## src/rtl/pq_grant_drain_pkg.sv

```systemverilog
// pq_grant_drain_pkg
//   Shared types and constants for the grant-drain block and its helpers.
//   drain_state_e : IDLE / DRAIN state encoding of the drain controller.
//   PQ_N_DEFAULT  : default request-vector width.
package pq_grant_drain_pkg;

  typedef enum logic {
    ST_IDLE  = 1'b0,
    ST_DRAIN = 1'b1
  } drain_state_e;

  localparam int PQ_N_DEFAULT = 14;

endpackage

```

## src/rtl/pq_grant_drain_onehot_enc.sv

```systemverilog
// onehot_enc
//   Combinational one-hot to binary encoder.
//   Ports:
//     i_onehot [N-1:0]     : one-hot (or zero) input
//     o_idx    [IDX_W-1:0] : binary index of the set bit, zero when no bit set
module onehot_enc
  import pq_grant_drain_pkg::*;
#(
  parameter int N     = PQ_N_DEFAULT,
  parameter int IDX_W = $clog2(N)
) (
  input  logic [N-1:0]     i_onehot,
  output logic [IDX_W-1:0] o_idx
);

  // OR of the indices of all set bits; exact for a one-hot input.
  always_comb begin
    o_idx = '0;
    for (int i = 0; i < N; i++) begin
      if (i_onehot[i]) begin
        o_idx = o_idx | IDX_W'(i);
      end
    end
  end

endmodule

```

## src/rtl/pq_grant_drain_pq.sv

```systemverilog
// pq
//   Lowest-index priority qualifier: keeps only the lowest set bit of the
//   request vector.
//   Ports:
//     i_req [N-1:0] : request vector
//     o_gnt [N-1:0] : one-hot lowest set bit of i_req, zero when i_req==0
module pq
  import pq_grant_drain_pkg::*;
#(
  parameter int N = PQ_N_DEFAULT
) (
  input  logic [N-1:0] i_req,
  output logic [N-1:0] o_gnt
);

  // Two's complement isolates the lowest set bit: x & -x.
  assign o_gnt = i_req & (-i_req);

endmodule

```

## src/rtl/pq_grant_drain.sv

```systemverilog
// pq_grant_drain
//   Latches a batch of requests and drains it one grant per cycle, lowest
//   index first, onto a valid/ready sink.
//   Ports:
//     CLK, nRST                : clock, asynchronous active-low reset
//     req_valid/req_vec/req_ready : upstream batch handshake
//     flush                    : synchronous abort of the current batch
//     grant_valid/grant_ready  : downstream grant handshake
//     grant_onehot, grant_idx  : current grant as one-hot and binary index
//     grant_last               : current grant is the final bit of the batch
//     busy                     : a batch is in progress
//
//   state    | meaning
//   ---------+---------------------------------------------
//   ST_IDLE  | no batch held, ready for a new request vector
//   ST_DRAIN | pending holds the remaining bits of a batch
module pq_grant_drain
  import pq_grant_drain_pkg::*;
#(
  parameter int N     = PQ_N_DEFAULT,
  parameter int IDX_W = $clog2(N)
) (
  input  logic             CLK,
  input  logic             nRST,
  input  logic             req_valid,
  input  logic [N-1:0]     req_vec,
  output logic             req_ready,
  input  logic             flush,
  output logic             grant_valid,
  output logic [N-1:0]     grant_onehot,
  output logic [IDX_W-1:0] grant_idx,
  output logic             grant_last,
  input  logic             grant_ready,
  output logic             busy
);

  localparam logic [N-1:0] ONE = N'(1);

  drain_state_e     r_state;
  logic [N-1:0]     r_pending;

  logic [N-1:0]     w_onehot;
  logic [N-1:0]     w_rest;
  logic             w_fire_g;
  logic             w_fire_r;
  logic             w_req_nz;

  pq #(.N(N)) u_pq (
    .i_req (r_pending),
    .o_gnt (w_onehot)
  );

  onehot_enc #(.N(N), .IDX_W(IDX_W)) u_enc (
    .i_onehot (w_onehot),
    .o_idx    (grant_idx)
  );

  // Bits left after the current grant; zero means this grant is the last.
  assign w_rest       = r_pending & (r_pending - ONE);

  assign grant_onehot = w_onehot;
  assign grant_valid  = (r_state == ST_DRAIN);
  assign busy         = (r_state == ST_DRAIN);
  assign grant_last   = grant_valid && (w_rest == '0);

  assign w_fire_g     = grant_valid & grant_ready;
  // Accepting on the last consumed grant lets batches run back to back.
  assign req_ready    = (r_state == ST_IDLE) | (w_fire_g & grant_last);
  assign w_fire_r     = req_valid & req_ready;
  assign w_req_nz     = (req_vec != '0);

  always_ff @(posedge CLK or negedge nRST) begin
    if (!nRST) begin
      r_state   <= ST_IDLE;
      r_pending <= '0;
    end else if (flush) begin
      // Abort wins; a request offered in the same cycle is not captured.
      r_state   <= ST_IDLE;
      r_pending <= '0;
    end else begin
      case (r_state)
        ST_IDLE: begin
          if (w_fire_r && w_req_nz) begin
            r_pending <= req_vec;
            r_state   <= ST_DRAIN;
          end
        end
        ST_DRAIN: begin
          if (w_fire_g) begin
            if (!grant_last) begin
              r_pending <= r_pending & ~w_onehot;
            end else if (w_fire_r && w_req_nz) begin
              r_pending <= req_vec;
            end else begin
              r_pending <= '0;
              r_state   <= ST_IDLE;
            end
          end
        end
        default: begin
          r_state   <= ST_IDLE;
          r_pending <= '0;
        end
      endcase
    end
  end

endmodule

```

## config.mk

```make
export PLATFORM = sky130hd
export DESIGN_NAME = pq_grant_drain
export DESIGN_NICKNAME = d
export VERILOG_FILES = /design/src/rtl/pq_grant_drain_pkg.sv /design/src/rtl/pq_grant_drain_onehot_enc.sv /design/src/rtl/pq_grant_drain_pq.sv /design/src/rtl/pq_grant_drain.sv
export SDC_FILE = /design/constraint.sdc
export NUM_CORES = 1
export LEC_CHECK = 0
export BUFFER_PORTS_ARGS = -buffer_cell sky130_fd_sc_hd__buf_2
export CORE_MARGIN = 2
export CORE_UTILIZATION = 51
export CTS_CLUSTER_DIAMETER = 120
export DETAILED_ROUTE_END_ITERATION = 16
export PLACE_DENSITY_LB_ADDON = 0.15
export SLEW_MARGIN = 20
export SYNTH_ARGS = -nofsm -noshare
export SYNTH_HDL_FRONTEND = slang
export SYNTH_SLANG_ARGS = --single-unit
```

## constraint.sdc

```tcl
create_clock -name CLK -period 2.4 [get_ports CLK]
set_input_delay 0.48 -clock CLK [delete_from_list [all_inputs] [get_ports CLK]]
set_output_delay 0.48 -clock CLK [all_outputs]
set_load 0.01 [all_outputs]
```

# [After elaboration in Yosys (flattened, before gate mapping)]
# Cells that the tools add are included.
[op_classes] add_sub_neg=2 eq_ne=2 mux=24 bitwise_logic=9 reduce_logical=5
[ops] cell="$mux W14" count=5
[ops] cell="$and A14 B14 Y14" count=3
[ops] cell="$pmux W14 S2" count=1
[ops] cell="$mux W4" count=6
[ops] cell="$logic_not A14 Y1" count=1
[ops] cell="$neg A14 Y14" count=1
[ops] cell="$not A14 Y14" count=1
[ops] cell="$reduce_bool A14 Y1" count=1
[ops] cell="$sub A14 B1 Y14 const B" count=1
[ops] cell="$mux W3" count=4
[ops] cell="$ne A3 B2 Y1 const B" count=2
[ops] cell="$mux W1" count=5
[ops] cell="$mux W2" count=2
[ops] cell="$and A1 B1 Y1" count=3
[ops] cell="$logic_and A1 B1 Y1" count=2
[ops] cell="$pmux W1 S2" count=1
[ops] cell="$reduce_and A2 Y1" count=1
[ops] cell="$not A1 Y1" count=1
[ops] cell="$or A1 B1 Y1" count=1
[totals] regBits=15 inputBits=19 output_inout_bits=22 elab_cells=44

# [Longest topological paths before layout]
[logic_depth] depth_word=15 depth_mapped=8 mapped_depth_nobuf=6

# [Hierarchy]
# Synthesis repeated with hierarchy kept, for this count alone.
[hier_totals] cells_unflattened=125 area_unflattened_um2=1204.9
[by_module_without_submodules] mod="pq_grant_drain" instances=1 cells_each=91 area_per_inst_um2=982.2 seq_area_each_um2=375.4
[by_module_without_submodules] mod="pq" instances=1 cells_each=23 area_per_inst_um2=171.4 seq_area_each_um2=0.0
[by_module_without_submodules] mod="onehot_enc" instances=1 cells_each=11 area_per_inst_um2=51.3 seq_area_each_um2=0.0

# [Worst setup path after synthesis]
# No wires, ideal clock.
[synth_path] path_kind="register to output" from="register r_pending[5]" to="output req_ready" arrival_time_ps=1859 required_ps=1920 path_slack_ps=61 stages_incl_launch_ff=7 n_path_buf=1 path_cell_list="dfrtp_1 -> buf_6 -> nor4_4 -> nand2_2 -> a22o_1 -> nor4b_4 -> a21o_1"
[synth_between] elab_chain_len=6
[synth_lines] element="start, declared" line_no="pq_grant_drain.sv:40" rtl="logic [N-1:0] r_pending;"
[synth_lines] element="start signal, assigned" line_no="pq_grant_drain.sv:84" rtl="r_pending <= req_vec;"
[synth_lines] element="start signal, assigned" line_no="pq_grant_drain.sv:91" rtl="r_pending <= r_pending & ~w_onehot;"
[synth_lines] element="start signal, assigned" line_no="pq_grant_drain.sv:93" rtl="r_pending <= req_vec;"
[synth_lines] element="$sub A14 B1 Y14" line_no="pq_grant_drain.sv:59" rtl="assign w_rest = r_pending & (r_pending - ONE);"
[synth_lines] element="$and A14 B14 Y14 *" line_no="pq_grant_drain.sv:59"
[synth_lines] element="$logic_not A14 Y1 *" line_no="pq_grant_drain.sv:64" rtl="assign grant_last = grant_valid && (w_rest == '0);"
[synth_lines] element="$logic_and A1 B1 Y1 *" line_no="pq_grant_drain.sv:64"
[synth_lines] element="named net grant_last" line_no="pq_grant_drain.sv:32" rtl="output logic grant_last,"
[synth_lines] element="$and A1 B1 Y1 *" line_no="pq_grant_drain.sv:68" rtl="assign req_ready = (r_state == ST_IDLE) | (w_fire_g & grant_last);"
[synth_lines] element="$or A1 B1 Y1 *" line_no="pq_grant_drain.sv:68"
[synth_lines] element="end, declared" line_no="pq_grant_drain.sv:27" rtl="output logic req_ready,"
# Mark *: on every way through the listed nets, which the timed path passes. The rest lies on a longest branch.

# [Worst setup path in the final report]
[layout_path] from="register r_pending[0]" to="output req_ready"
[layout_between] elab_chain_len=6
[layout_lines] element="$sub A14 B1 Y14" line_no="pq_grant_drain.sv:59"
[layout_lines] element="$and A14 B14 Y14 *" line_no="pq_grant_drain.sv:59"
[layout_lines] element="$logic_not A14 Y1 *" line_no="pq_grant_drain.sv:64"
[layout_lines] element="$logic_and A1 B1 Y1 *" line_no="pq_grant_drain.sv:64"
[layout_lines] element="$and A1 B1 Y1 *" line_no="pq_grant_drain.sv:68"
[layout_lines] element="$or A1 B1 Y1 *" line_no="pq_grant_drain.sv:68"
# Every way passes the cells marked *; elsewhere a longest branch is shown, timed or not.

==> run metrics <==
crit path max-delay cell type or4_4; Distinct cells, synth 48; DR DRC count 0; first-pass detailed-route iteration total 5; HPWL Detailed 2970 µm; WP buf/inv 1; Clock Latency Late Sink 0.29 ns; top cells by area, synth dfrtp_1 27%, a21oi_1 6.6%, nor2_1 5.5%; HP Class input pin to async pin; Synth Instances 172; GR Overflow Total 0; Starting Density 54.4%; skew final 0.00485 ns; average size of a mapped cell 7.97 µm²; Worst slew margin 56.1%; Power Density 526 nW/µm²; Yosys Warn Count 0; Port Buf Inserts 40; setup ws final -0.290 ns; vias per cell 6.11; # hold bufs at CTS 0; CP Cell Sequence or4_4 -> nor3_4 -> o31ai_2 -> nor4b_4 -> a21o_1 -> buf_2; most common cell in the synthesized netlist nor2_1; fraction of registers with async set/reset 100%; Fmax 0.372 GHz; IO Pins 41; Area Overhead vs Synth 38.3%; Fin. Hold Viols 0; core area 2520 µm²; Worst-Margin Slew 0.656 ns; Post-synth top cells 20 x nor2_1, 18 x a21oi_1, 15 x dfrtp_1; CTS Buffer Depth 2; clk sink count 15; DR WL/cell 16.6 µm; filler instances 197; Final Net Count 251; first-pass GRT wire length 6710 µm; ANT nets after route 0; CP required 1.92 ns; Post-Syn Nets 191; Initial DRC Count 96; maximum vdd drop 0.362 mV; minimum clock period 2.69 ns; final hold slack 0.0827 ns; Util after Layout 75.2%; Seq/Total Area, Yosys 27.4%; total wire length 4330 µm; Overall Power 997 µW; TNS Setup -0.623 ns; FF+latch count, synth 15; largest net degree at the start of global routing 18; number of global-route vias before repair 1423; status finished, violations left; leakage 0.000938 µW; Die H 55.9 µm; CTS tree built; FP Rows 18; maxcap violations 0; ant diodes 0; Setup violations, final 3; CP Max Fanout 4; CTS Buf Count 3; RSZ-0062 raised after global routing yes; nature of the critical path endpoint output pin; RePlAce Congestion 0.865; Synth area leader dfrtp_1; routed vias 1596; Top delay family on crit path simple AND/OR/NAND/NOR gates; failing checks setup timing; period utilization 112%; WP data arrival 2.21 ns; synthesized area 1370 µm²; root buffer cell clkbuf_4; Final Max Tran Viols 0; Yosys top cell area share 27.4%; CP Launch Type flip-flop; width of the die 55.9 µm; CTS H-Tree Depth 1; worst setup path class flip-flop to output pin; slowest cell delay on critical path 0.57 ns; layout cells sized above 1 45.5%; clock slew at reported path FFs 0.09 ns; GR Util All Layers 26.8%; Most used DFF post-synth dfrtp_1; Post-synth EDFFs 0; initial antenna violation count 0; DIE AREA 3120 µm²
-- metal layers --
layer	up-vias	part of all wire [%]	global-route usage, %
met5	-	0	0
met4	0	2.5	8.84
met3	13	8.1	2.09
met2	88	48	44.9
met1	729	41	36.7
li1	766	-	-
-- timing repair --
item	in CTS	in global routing
endpoints found under the setup margin	8	22
gates cloned	0	1
pin swaps	8	9
buffers inserted	8	7
gates resized for setup	19	12
-- where the power goes --
group	internal [µW]	total, µW	switching (µW)
Clock	64.7	147	82.0
Sequential	274	305	31.3
Combinational	266	545	279
-- worst reg2reg max path, cell delays in order, from the launching register on --
cell and delay (ns):
dfrtp_2 0.44, or4_4 0.57, nor3_4 0.22, o31ai_2 0.11, nor4b_4 0.29, buf_4 0.17, buf_4 0.11, and3_4 0.24
a22o_1 0.16
-- final timing paths --
check | end | start | slack, ns | depth (start not counted)
setup / recovery | req_ready | r_pending[0]$_DFFE_PN0P_ | -0.29 | 6
hold / removal | busy$_DFF_PN0_ | nRST | 0.08 | 1
setup reg to reg | r_pending[3]$_DFFE_PN0P_ | r_pending[0]$_DFFE_PN0P_ | 0.04 | 8
hold reg to reg | r_pending[10]$_DFFE_PN0P_ | r_pending[10]$_DFFE_PN0P_ | 0.70 | 3
max in group asynchronous | r_pending[0]$_DFFE_PN0P_ | nRST | 2.03 | 1
min in group CLK | r_pending[8]$_DFFE_PN0P_ | req_vec[8] | 0.42 | 2
-- sequential cells by signal, summed over array words and instances, names as in the netlist --
signal and cells:
busy 1, r_pending 14
-- through the flow --
stage | cells | setup slack (ns) | cell area, µm²
2_1_floorplan | 172 | 0.0610 | 1370
3_3_place_gp | 243 | 0.0776 | 1640
3_5_place_dp | 243 | 0.00854 | 1640
4_1_cts | 255 | -0.274 | 1810
5_1_grt | 261 | -0.385 | 1900
6_report | 261 | -0.290 | 1900
-- layout make-up --
class | count | area, µm² | share of cell area [%]
multi-input combinational | 134 | 970 | 51.1
timing repair buffer | 71 | 454 | 23.9
sequential | 15 | 383 | 20.2
tap | 30 | 37.5 | 1.98
clock buffer | 4 | 26.3 | 1.39
inverter | 7 | 26.3 | 1.39
-- cell families after synthesis --
group           share of synthesized area [%]
compound gates                           28.2
fa+ha+maj                               0.730
simple gates                             34.0
flops                                    27.4
buf+inv                                  9.67
-- placed cells by master, fill, tap and decap left out, drive strengths merged, types with 5 or more instances in the layout --
cell,n
a21o,8
a21oi,18
buf,71
dfrtp,15
inv,7
nand2,12
nand3,5
nor2,20
nor3,8
nor4,7
o2bb2ai,5
Note: power is estimated with default switching activity, not from simulation.
